### config.mk
export PLATFORM = sky130hd
export DESIGN_NAME = counter_sweep_ctrl_flat
export DESIGN_NICKNAME = d
export VERILOG_FILES = /design/src/rtl/counter_sweep_if.sv /design/src/rtl/counter_sweep_ctrl.sv /design/src/flat_wrapper.sv
export SDC_FILE = /design/constraint.sdc
export NUM_CORES = 1
export LEC_CHECK = 0
export ABC_AREA = 0
export CORE_MARGIN = 2
export CORE_UTILIZATION = 40
export CTS_CLUSTER_DIAMETER = 80
export DETAILED_ROUTE_END_ITERATION = 10
export SYNTH_ARGS = -nofsm -noshare
export SYNTH_HDL_FRONTEND = slang
export SYNTH_SLANG_ARGS = --single-unit
### constraint.sdc
create_clock -name clk -period 2.7 [get_ports clk]
set_input_delay 0.27 -clock clk [delete_from_list [all_inputs] [get_ports clk]]
set_output_delay 0.27 -clock clk [all_outputs]
set_load 0.005 [all_outputs]
### src/rtl/counter_sweep_if.sv
// Command and status bundle for counter_sweep_ctrl: the host drives the
// commands and limits, the controller returns the counter state.
interface counter_sweep_if #(
   parameter int unsigned WIDTH = 4
);
   logic             start;
   logic             stop;
   logic [WIDTH-1:0] lo_lim;
   logic [WIDTH-1:0] hi_lim;
   logic [WIDTH-1:0] count;
   logic             up_down;
   logic             busy;
   logic             turn;
   logic [7:0]       sweeps;
   logic             lim_err;

   modport master (
      output start, stop, lo_lim, hi_lim,
      input  count, up_down, busy, turn, sweeps, lim_err
   );

   modport slave (
      input  start, stop, lo_lim, hi_lim,
      output count, up_down, busy, turn, sweeps, lim_err
   );
endinterface

### src/rtl/counter_sweep_ctrl.sv
// Up/down sweep counter bouncing between latched limits without repeating endpoints.
// Optional endpoint dwell (count held DWELL cycles at each limit) enabled by SWEEP_DWELL_EN.
module counter_sweep_ctrl #(
   parameter int unsigned WIDTH = 4,
   parameter int unsigned DWELL = 2
) (
   input logic            clk,
   input logic            reset,
   counter_sweep_if.slave bus
);

`ifdef SWEEP_DWELL_EN
   localparam int unsigned DCW = (DWELL > 1) ? $clog2(DWELL) : 1;

   typedef enum logic [2:0] {S_IDLE, S_UP, S_DOWN, S_DWELL_HI, S_DWELL_LO} state_t;

   logic [DCW-1:0] dwell_cnt;
   logic           dwell_done;

   // Last dwell cycle: reversal happens on the following edge
   assign dwell_done = (DWELL <= 1) || (dwell_cnt == DCW'(DWELL - 1));
`else
   typedef enum logic [1:0] {S_IDLE, S_UP, S_DOWN} state_t;

   // DWELL only matters when the dwell states are compiled in
   if (DWELL > 0) begin : g_dwell_unused
   end
`endif

   state_t           state;
   logic [WIDTH-1:0] count;
   logic [WIDTH-1:0] lo_lat;
   logic [WIDTH-1:0] hi_lat;
   logic             up_down;
   logic             busy;
   logic             turn;
   logic [7:0]       sweeps;
   logic             lim_err;

   always_ff @(posedge clk or posedge reset) begin
      if (reset) begin
         state   <= S_IDLE;
         count   <= '0;
         lo_lat  <= '0;
         hi_lat  <= '0;
         up_down <= 1'b0;
         busy    <= 1'b0;
         turn    <= 1'b0;
         sweeps  <= 8'd0;
         lim_err <= 1'b0;
`ifdef SWEEP_DWELL_EN
         dwell_cnt <= '0;
`endif
      end else begin
         turn    <= 1'b0;
         lim_err <= 1'b0;
         case (state)
            S_IDLE: begin
               if (bus.start && !bus.stop) begin
                  if (bus.lo_lim < bus.hi_lim) begin
                     lo_lat  <= bus.lo_lim;
                     hi_lat  <= bus.hi_lim;
                     count   <= bus.lo_lim;
                     up_down <= 1'b1;
                     sweeps  <= 8'd0;
                     busy    <= 1'b1;
                     state   <= S_UP;
                  end else begin
                     lim_err <= 1'b1;
                  end
               end
            end
            S_UP: begin
               if (bus.stop) begin
                  busy  <= 1'b0;
                  state <= S_IDLE;
               end else if (count < hi_lat) begin
                  count <= count + WIDTH'(1);
               end else begin
`ifdef SWEEP_DWELL_EN
                  dwell_cnt <= '0;
                  state     <= S_DWELL_HI;
`else
                  count   <= hi_lat - WIDTH'(1);
                  up_down <= 1'b0;
                  turn    <= 1'b1;
                  state   <= S_DOWN;
`endif
               end
            end
            S_DOWN: begin
               if (bus.stop) begin
                  busy  <= 1'b0;
                  state <= S_IDLE;
               end else if (count > lo_lat) begin
                  count <= count - WIDTH'(1);
               end else begin
`ifdef SWEEP_DWELL_EN
                  dwell_cnt <= '0;
                  state     <= S_DWELL_LO;
`else
                  count   <= lo_lat + WIDTH'(1);
                  up_down <= 1'b1;
                  turn    <= 1'b1;
                  if (sweeps != 8'hFF) sweeps <= sweeps + 8'd1;
                  state   <= S_UP;
`endif
               end
            end
`ifdef SWEEP_DWELL_EN
            S_DWELL_HI: begin
               if (bus.stop) begin
                  busy  <= 1'b0;
                  state <= S_IDLE;
               end else if (!dwell_done) begin
                  dwell_cnt <= dwell_cnt + DCW'(1);
               end else begin
                  count   <= hi_lat - WIDTH'(1);
                  up_down <= 1'b0;
                  turn    <= 1'b1;
                  state   <= S_DOWN;
               end
            end
            S_DWELL_LO: begin
               if (bus.stop) begin
                  busy  <= 1'b0;
                  state <= S_IDLE;
               end else if (!dwell_done) begin
                  dwell_cnt <= dwell_cnt + DCW'(1);
               end else begin
                  count   <= lo_lat + WIDTH'(1);
                  up_down <= 1'b1;
                  turn    <= 1'b1;
                  if (sweeps != 8'hFF) sweeps <= sweeps + 8'd1;
                  state   <= S_UP;
               end
            end
`endif
            default: begin
               busy  <= 1'b0;
               state <= S_IDLE;
            end
         endcase
      end
   end

   assign bus.count   = count;
   assign bus.up_down = up_down;
   assign bus.busy    = busy;
   assign bus.turn    = turn;
   assign bus.sweeps  = sweeps;
   assign bus.lim_err = lim_err;

endmodule

### src/flat_wrapper.sv
// flat-port wrapper written by rule: the top's interface ports become plain ports
module counter_sweep_ctrl_flat 
#(
   parameter int unsigned WIDTH = 4,
   parameter int unsigned DWELL = 2
)
  (clk, reset, bus_start, bus_stop, bus_lo_lim, bus_hi_lim, bus_count, bus_up_down, bus_busy, bus_turn, bus_sweeps, bus_lim_err);
  counter_sweep_if #(.WIDTH(WIDTH)) bus_i ();
  input logic clk;
  input logic reset;
  input wire logic [$bits(bus_i.start)-1:0] bus_start;
  input wire logic [$bits(bus_i.stop)-1:0] bus_stop;
  input wire logic [$bits(bus_i.lo_lim)-1:0] bus_lo_lim;
  input wire logic [$bits(bus_i.hi_lim)-1:0] bus_hi_lim;
  output wire logic [$bits(bus_i.count)-1:0] bus_count;
  output wire logic [$bits(bus_i.up_down)-1:0] bus_up_down;
  output wire logic [$bits(bus_i.busy)-1:0] bus_busy;
  output wire logic [$bits(bus_i.turn)-1:0] bus_turn;
  output wire logic [$bits(bus_i.sweeps)-1:0] bus_sweeps;
  output wire logic [$bits(bus_i.lim_err)-1:0] bus_lim_err;
  assign bus_i.start = bus_start;
  assign bus_i.stop = bus_stop;
  assign bus_i.lo_lim = bus_lo_lim;
  assign bus_i.hi_lim = bus_hi_lim;
  assign bus_count = bus_i.count;
  assign bus_up_down = bus_i.up_down;
  assign bus_busy = bus_i.busy;
  assign bus_turn = bus_i.turn;
  assign bus_sweeps = bus_i.sweeps;
  assign bus_lim_err = bus_i.lim_err;
  counter_sweep_ctrl #(.WIDTH(WIDTH), .DWELL(DWELL)) u_core (.clk(clk), .reset(reset), .bus(bus_i));
endmodule
==> results, run 1 <==
- Yosys mapped a number of flops with a built-in enable equal to 0.
- The number of cells upsized or downsized after cts is 0.
- The number of global-route vias before repair was ~1.6k.
- For this run, the post-layout net count is around 280.
- The critical path arrival is 2.61 ns.
- In the final layout, the multi-input gates occupy between 1000 and 1500 sq um.
- From bottom edge to top edge, the die measures 74.4 um.
- The number of clock sinks seen by CTS is 26.
- For the pin with the worst max-slew slack, the measured transition is ~0.53 ns.
- The share of the core filled with cells in the final layout is 0.514.
- The average cell area after synthesis is between 9 and 10 sq um.
- After detailed routing, the number of vias per cell comes to 5.14.
- TritonCTS built the clock tree.
- The first routing iteration left between 90 and 100 violations.
- The congestion estimate from routability-driven global placement came to ~0.83.
- The worst-case register-to-register setup slack is about 0.26 ns.
- After clock tree synthesis, the flow added hold-fix buffers numbering 0.
- Of the post-synthesis cell area, the part taken by muxes is 0.0593.
- After synthesis the netlist holds a flip-flop and latch count of 26.
- The required time reported for the critical path endpoint is between 2 and 3 ns.
- For this run, design rule violations remaining after detail routing come to 0.
- The first detailed-routing pass ran for 4 iterations.
- The worst-case clock skew is 0.00916 ns.
- The adder-cell area share of the yosys netlist is 0.120.
- In this run the worst path has a maximum fanout of 8.
- The global-route wire length before repair is approximately 8 mm.
- Once detail routing completed, the nets flagged for antenna violations numbered 0.
- The number of antenna violations at the first check in global routing is 0.
- Summing internal, switching and leakage power gives around 2.8 mW.
- The final max-slew violation count is 0.
- Headroom to the max-slew limit came out at 0.641.
- The post-synthesis compound-gate area fraction is 0.217.
- The setup fix buffers added after clock tree synthesis is 0.
- The largest vdd supply drop is 0.376 mV.
- The cell area after technology mapping is 1980 sq um.
- The clock-pin slew reported for the worst setup and hold paths after clock tree synthesis is approximately 0.1 ns.
- The core area is about 4800 sq um.
- Static timing analysis puts the maximum clock frequency at roughly 400 MHz.
- The horizontal die dimension is around 74 um.
- Relative to the synthesized area, the layout overhead comes to 23.3%.
- The final critical-path share of the clock period is 0.902.
- The maximum number of pins on one net before global-route repair is 27.
- The capturing element type of the critical path is a flop.
- The depth of the CTS H-tree is 1.
- Of the total synthesized cell area, the portion taken by XOR and XNOR cells is 0.0354.
- The number of instances in the placed design is 314.
- The placement row count is 25.
- The max-cap violation count is 0.
- The setup-violating endpoint count in the final report is 0.
- The async set-reset flop share out of synthesis is 1.00.
- In this run, distinct cell masters in the synthesized netlist total between 50 and 60.
- Excluding fillers, the count of instances in the completed layout stands at approximately 320.
- Summing over every cut layer, the via total after detailed routing is between 1.5k and 2k.
- For this run, the total global-route usage over all layers was measured as 0.185.
- Detailed placement finished with a half-perimeter wire length of about 3.6 mm.
- The area taken by flip-flops and latches is ~650 sq um.
- Of the synthesized area, sequential elements account for 0.328.
- The fill cell instance count of the final layout is 470.
- The full die area is roughly 5500 sq um.
- Setup repair after global routing left no endpoint under its margin.
- In the synthesized netlist the dominant register cell turns out to be dfrtp_1.
- The insertion delay of the later-clocked pin in the worst-skew pair is ~0.28 ns.
- The run finished with clean final reports.
- The cell sitting at the root of the clock tree is a clkbuf_8.
- The count of yosys warnings during synthesis is 0.
- Synthesis produced a netlist whose cell count is about 220.
- The worst setup path is launched from a flop.
- The total overflow left after global routing is 0.
- In this run the count of I/O pins placed on the die edge is 28.
- In this run the worst hold path is classified as in2async.
- The largest buffer count on any clock path is 2.
- When the netlist entered floorplanning its net count stood at between 200 and 250.
- The share of layout cells above drive strength 1 is 0.147.
- The power density over cell area is about 1100 nW/um^2.
- The leakage power is about 1.2 nW.
- After synthesis, the largest family of logic cells by area is compound AO/OA/AOI/OAI gates.
- The minimum clock period is between 2 and 2.5 ns.
- The number of antenna cells inserted is 0.
- The type of the worst setup path is reg2reg.
- The per-cell routed wire length is between 10 and 15 um.
- The aggregate negative setup slack is 0 ns.
- The number of failing hold endpoints at the final stage is 0.
- In this run the tool buffered the top-level ports with 27 buffer cells.
- The fraction of the mapped netlist area in simple logic gates is 0.179.
- The routed design has about 4.6 mm of wire.
- The number of clock buffers inserted by TritonCTS is 3.
- The starting utilization of the core area is 0.417.
worst max-delay path: stages, from the launching register on:
cell      delay (ns)
dfrtp_1         0.50
ha_1            0.34
or2_2           0.27
a21oi_1         0.31
nor2_2          0.08
o2bb2a_1        0.29
o21ai_1         0.19
mux2_2          0.35
final cells by class:
cell class / count / share of cell area
clock buffer: 4 / 0.0225
inverter: 20 / 0.0307
multi-input combinational: 161 / 0.496
sequential: 26 / 0.266
tap: 67 / 0.0343
timing repair buffer: 40 / 0.151
state kept, by name (all words and copies together), names as in the netlist:
signal / cells
u_core.bus.lim_err: 1
u_core.bus.up_down: 1
u_core.bus.count: 4
u_core.bus.turn: 1
u_core.hi_lat: 4
u_core.bus.busy: 1
u_core.state: 2
u_core.bus.sweeps: 8
u_core.lo_lat: 4
layer usage:
layer	global-route usage	part of all wire	vias up
met3	0.0217	0.025	5
met4	0.0476	0.0090	0
li1	-	-	839
met2	0.288	0.46	22
met1	0.272	0.50	768
met5	0	0	-
worst paths after layout:
kind,from,end,cells past startpoint
max,u_core.bus.count[2],u_core.state[0],7
min,reset,u_core.bus.sweeps[3],3
max reg2reg,u_core.bus.count[2],u_core.state[0],7
min reg2reg,u_core.bus.up_down,u_core.bus.up_down,1
max in group asynchronous,reset,u_core.bus.count[1],3
min in group clk,u_core.bus.up_down,u_core.bus.up_down,1
report_power, final:
part	leakage, nW	internal (mW)	switching, mW
combinational	0.830	0.912	0.945
sequential	0.335	0.525	0.155
clock	0.0288	0.131	0.126
cells in the mapped netlist, types with 5 or more instances:
| cell | instances | share of area |
|---|---|---|
| nand2_1 | 19 | 0.036 |
| nand3_1 | 6 | 0.015 |
| and3_1 | 5 | 0.016 |
| xor2_1 | 5 | 0.022 |
| inv_1 | 20 | 0.038 |
| mux2_2 | 6 | 0.034 |
| nor2_1 | 12 | 0.023 |
| clkbuf_1 | 6 | 0.011 |
| o21ai_0 | 11 | 0.028 |
| a21oi_1 | 8 | 0.020 |
| nor3_1 | 5 | 0.013 |
| ha_1 | 19 | 0.12 |
| dfrtp_1 | 26 | 0.33 |
| nand2b_1 | 5 | 0.016 |
| mux2i_1 | 5 | 0.025 |
layout by cell type, fill, tap and decap left out, types with 6 or more instances in the layout:
master / count
nand3_1: 6
nor2_1: 12
ha_1: 19
a21oi_1: 8
inv_1: 20
mux2_2: 6
clkdlybuf4s50_1: 27
nand2_1: 19
buf_4: 13
o21ai_0: 11
dfrtp_1: 26
per-stage QoR:
| step | hold slack, ns | worst slack [ns] | area (sq um) |
|---|---|---|---|
| after floorplan | 0.310 | 0.401 | 1980 |
| after global routing | 0.424 | 0.134 | 2440 |
| final | 0.339 | 0.265 | 2440 |
| after global placement | 0.497 | 0.124 | 2390 |
| after detailed placement | 0.500 | 0.0935 | 2390 |
| after CTS | 0.363 | 0.276 | 2440 |
cells by family (layout without fill, tap and decap cells):
group | count (synthesis) | after routing
muxes | 11 | 11
adders and majority gates | 19 | 19
DFF | 26 | 26
AOI/OAI and AO/OA | 57 | 57
buffers and inverters | 28 | 64
and+or+nand+nor | 66 | 66
xor gates and xnor gates | 8 | 8
Note: power is estimated with default switching activity, not from simulation.
==> inputs of run 2 (changes only) <==
--- a/config.mk
+++ b/config.mk
@@ -6,7 +6,6 @@
 export NUM_CORES = 1
 export LEC_CHECK = 0
 export ABC_AREA = 0
-export CORE_MARGIN = 2
 export CORE_UTILIZATION = 40
 export CTS_CLUSTER_DIAMETER = 80
 export DETAILED_ROUTE_END_ITERATION = 10
==> constraint.sdc (replaced) <==
create_clock -name clk -period 2.9 [get_ports clk]
set_input_delay 0.29 -clock clk [delete_from_list [all_inputs] [get_ports clk]]
set_output_delay 0.29 -clock clk [all_outputs]
set_load 0.005 [all_outputs]
==> run 2 against run 1 <==
Compared with the run above: register-to-register slack gained 0.19 ns; design area shrank 1.2%; critical path depth is the same; total power shrank 11%; routed wire length shrank 1.2%; worst hold slack gained 0.027 ns; clock-buffer cell count is the same; sequential power shrank 3.7%; flip-flop and latch count is the same; maximum frequency shrank 0.52%; global-route usage grew 0.70 points; critical path type unchanged.
==> results, run 2 (synthesis results as in run 1) <==
- The run finished with clean final reports.
- The cell with the largest stage delay on the worst path is dfrtp_1.
- The leakage power is roughly 1.2 nW.
- The filler cells instantiated in the layout total 472.
- In this run the core area contains 25 standard-cell rows.
- The global-route wire length before repair is 7.88 mm.
- The TritonCTS clock tree is built.
- The depth of the worst register-to-register path is 7.
- The total routed wirelength is 4.59 mm.
- After routing, the total negative slack on setup checks comes to 0 ns.
- The worst register-to-register path begins at u_core.bus.count[2].
- Dividing total power by cell area gives a power density of between 1000 and 1500 nW/um^2.
- At the worst endpoint, the required time is between 3 and 4 ns.
- The share of layout cells above drive strength 1 is 0.134.
- Leaving out fill and tap cells, the most frequent cell in the layout is clkdlybuf4s50_1.
- In this run the worst hold path is classified as in2async.
- The critical path arrival is about 2.6 ns.
- The number of iterations in the first detailed-routing pass is 4.
- After the first detailed-routing iteration, the DRC count stood at 66.
- The clock-pin slew reported for the worst setup and hold paths after clock tree synthesis is around 0.09 ns.
- The critical path contains buffers and inverters numbering 0 combined.
- TritonCTS created 3 clock buffers.
- The initial utilization of the core area, before any placement, comes to 0.417.
- The wire-length estimate of the detail-placed layout is 3.53 mm.
- The kind of cell adding the most delay to the critical path is compound AO/OA/AOI/OAI gates.
- The tool flagged a number of max-cap violations equal to 0.
- The fmax is 408 MHz.
- The insertion delay of the later-clocked pin in the worst-skew pair is around 0.27 ns.
- In this design, the stage delay of the slowest critical-path cell is 0.47 ns.
- The number of DRC violations after detailed routing is 0.
- In this run the worst path has a maximum fanout of 8.
- The number of flip-flops in the largest register is 8.
- The worst register-to-register path has a setup slack of approximately 0.45 ns.
- After global routing the overflow that remains totals 0.
- Headroom to the max-slew limit came out at 0.634.
- Setup repair after global routing left no endpoint under its margin.
- The critical path in this run is classified as reg2reg.
- CTS saw 26 sinks.
- In the finished design, the share of the clock period the worst path needs comes to 0.844.
- The number of vias per cell is 5.30.
- The full die area is 5240 sq um.
- The endpoint identified for the worst register-to-register timing path is u_core.state[0].
- The core area is between 4000 and 5000 sq um.
- The worst setup path is launched from a flop.
- The maximum number of pins on one net before global-route repair is 27.
- Counting along the longest clock path gives a buffer depth of 2.
- The worst-case clock skew is about 0.0027 ns.
- The number of cells upsized or downsized after cts is 0.
- The minimum clock period is 2.45 ns.
- The setup-violating endpoint count in the final report is 0.
- The number of failing hold endpoints at the final stage is 0.
- The area overhead of the layout relative to synthesis is 21.8%.
- The number of antenna violations at the first check in global routing was 0.
- The number of antenna cells inserted is 0.
- At the end of routability-driven placement, the weighted congestion stood at ~0.8.
- For this run, the total global-route usage over all layers was measured as 0.191.
- The via total after detailed routing is about 1.7k.
- The horizontal die dimension is a little over 70 um.
- The total of hold buffers inserted after clock tree synthesis is 0.
- The final layout net count is between 200 and 300.
- The top cell types in the final layout, fill and taps aside, are clkdlybuf4s50_1 (27), dfrtp_1 (26), inv_1 (20).
- The largest register by flop count is u_core.bus.sweeps.
- The critical path goes through ha_1 > or2_2 > a21oi_1 > nor2_2 > o2bb2a_1 > o21ai_1 > mux2_2.
- For this run, the number of standard cells in the final layout without fillers is approximately 310.
- Overall power consumption after layout is estimated at ~2.5 mW.
- The I/O pin total is 28.
- The height of the chip is about 72 um.
- The library cell used as clock root buffer is clkbuf_8.
- The depth of the CTS H-tree is 1.
- The per-cell routed wire length is 14.6 um.
- The largest vdd supply drop is 0.367 mV.
- Buffers added to address setup during post-CTS repair amount to 0.
- The final max-slew violation count is 0.
- The capturing element type of the critical path is a flop.
- Port buffering added 27 buffers.
- The count of nets left with antenna violations once routing finished came out at 0.
- The number of global-route vias before repair is 1,631.
- After detailed placement, the design holds a cell count of between 300 and 400.
- For the pin with the worst max-slew slack, the measured transition is around 0.54 ns.
run 2: cell count changes in the layout (fill, tap and decap cells not counted), sizes merged:
cell  before  now
buf       13    9
run 2: how the worst max path moves through the flow:
stage | startpoint | endpoint | slack, ns | cells after the start
after CTS | u_core.bus.count[2] | u_core.state[0] | 0.45 | 7
after global routing | u_core.bus.count[2] | u_core.state[0] | 0.32 | 7
final | u_core.bus.count[2] | u_core.state[0] | 0.45 | 7
after floorplan | u_core.bus.count[2] | u_core.state[0] | 0.60 | 7
after global placement | bus_hi_lim[3] | u_core.bus.up_down | 0.22 | 8
after detailed placement | bus_hi_lim[3] | u_core.bus.up_down | 0.18 | 8
run 2: final cells by class:
class,instances,area (sq um),share of cell area
Timing Repair Buffer,36,338,0.140
Tap cell,67,83.8,0.0347
Inverter,20,75.1,0.0311
Multi-Input combinational cell,161,1210,0.502
Clock buffer,4,55.1,0.0228
Sequential cell,26,651,0.270
run 2: worst reg2reg max path: cells and delay by family, from the launching register on:
family / cells / cell delay (ns)
multiplexers: 1 / 0.35
AO/OA/AOI/OAI: 3 / 0.78
flip-flops: 1 / 0.47
adder cells (fa/ha/maj): 1 / 0.32
AND/OR/NAND/NOR: 2 / 0.42
run 2: through the flow:
stage	hold slack [ns]	setup WS [ns]	cell area [sq um]	utilization
floorplan	0.330	0.601	1980	-
global placement	0.495	0.222	2360	0.496
detailed placement	0.504	0.177	2360	0.496
CTS	0.383	0.445	2410	0.508
global route	0.438	0.315	2410	0.508
finish	0.366	0.452	2410	0.508
run 2: metal layers:
metal	GRT usage	part of all wire
met1	0.267	0.49
met2	0.321	0.47
met3	0.0181	0.026
met4	0.0458	0.0089
met5	0	0
run 2: where the power goes:
group          switching (mW)  leakage (nW)  internal, mW  total (mW)
logic                   0.826         0.811         0.774        1.60
clock network           0.114        0.0288         0.121       0.235
registers               0.166         0.335         0.488       0.654
total                    1.11          1.17          1.38        2.49
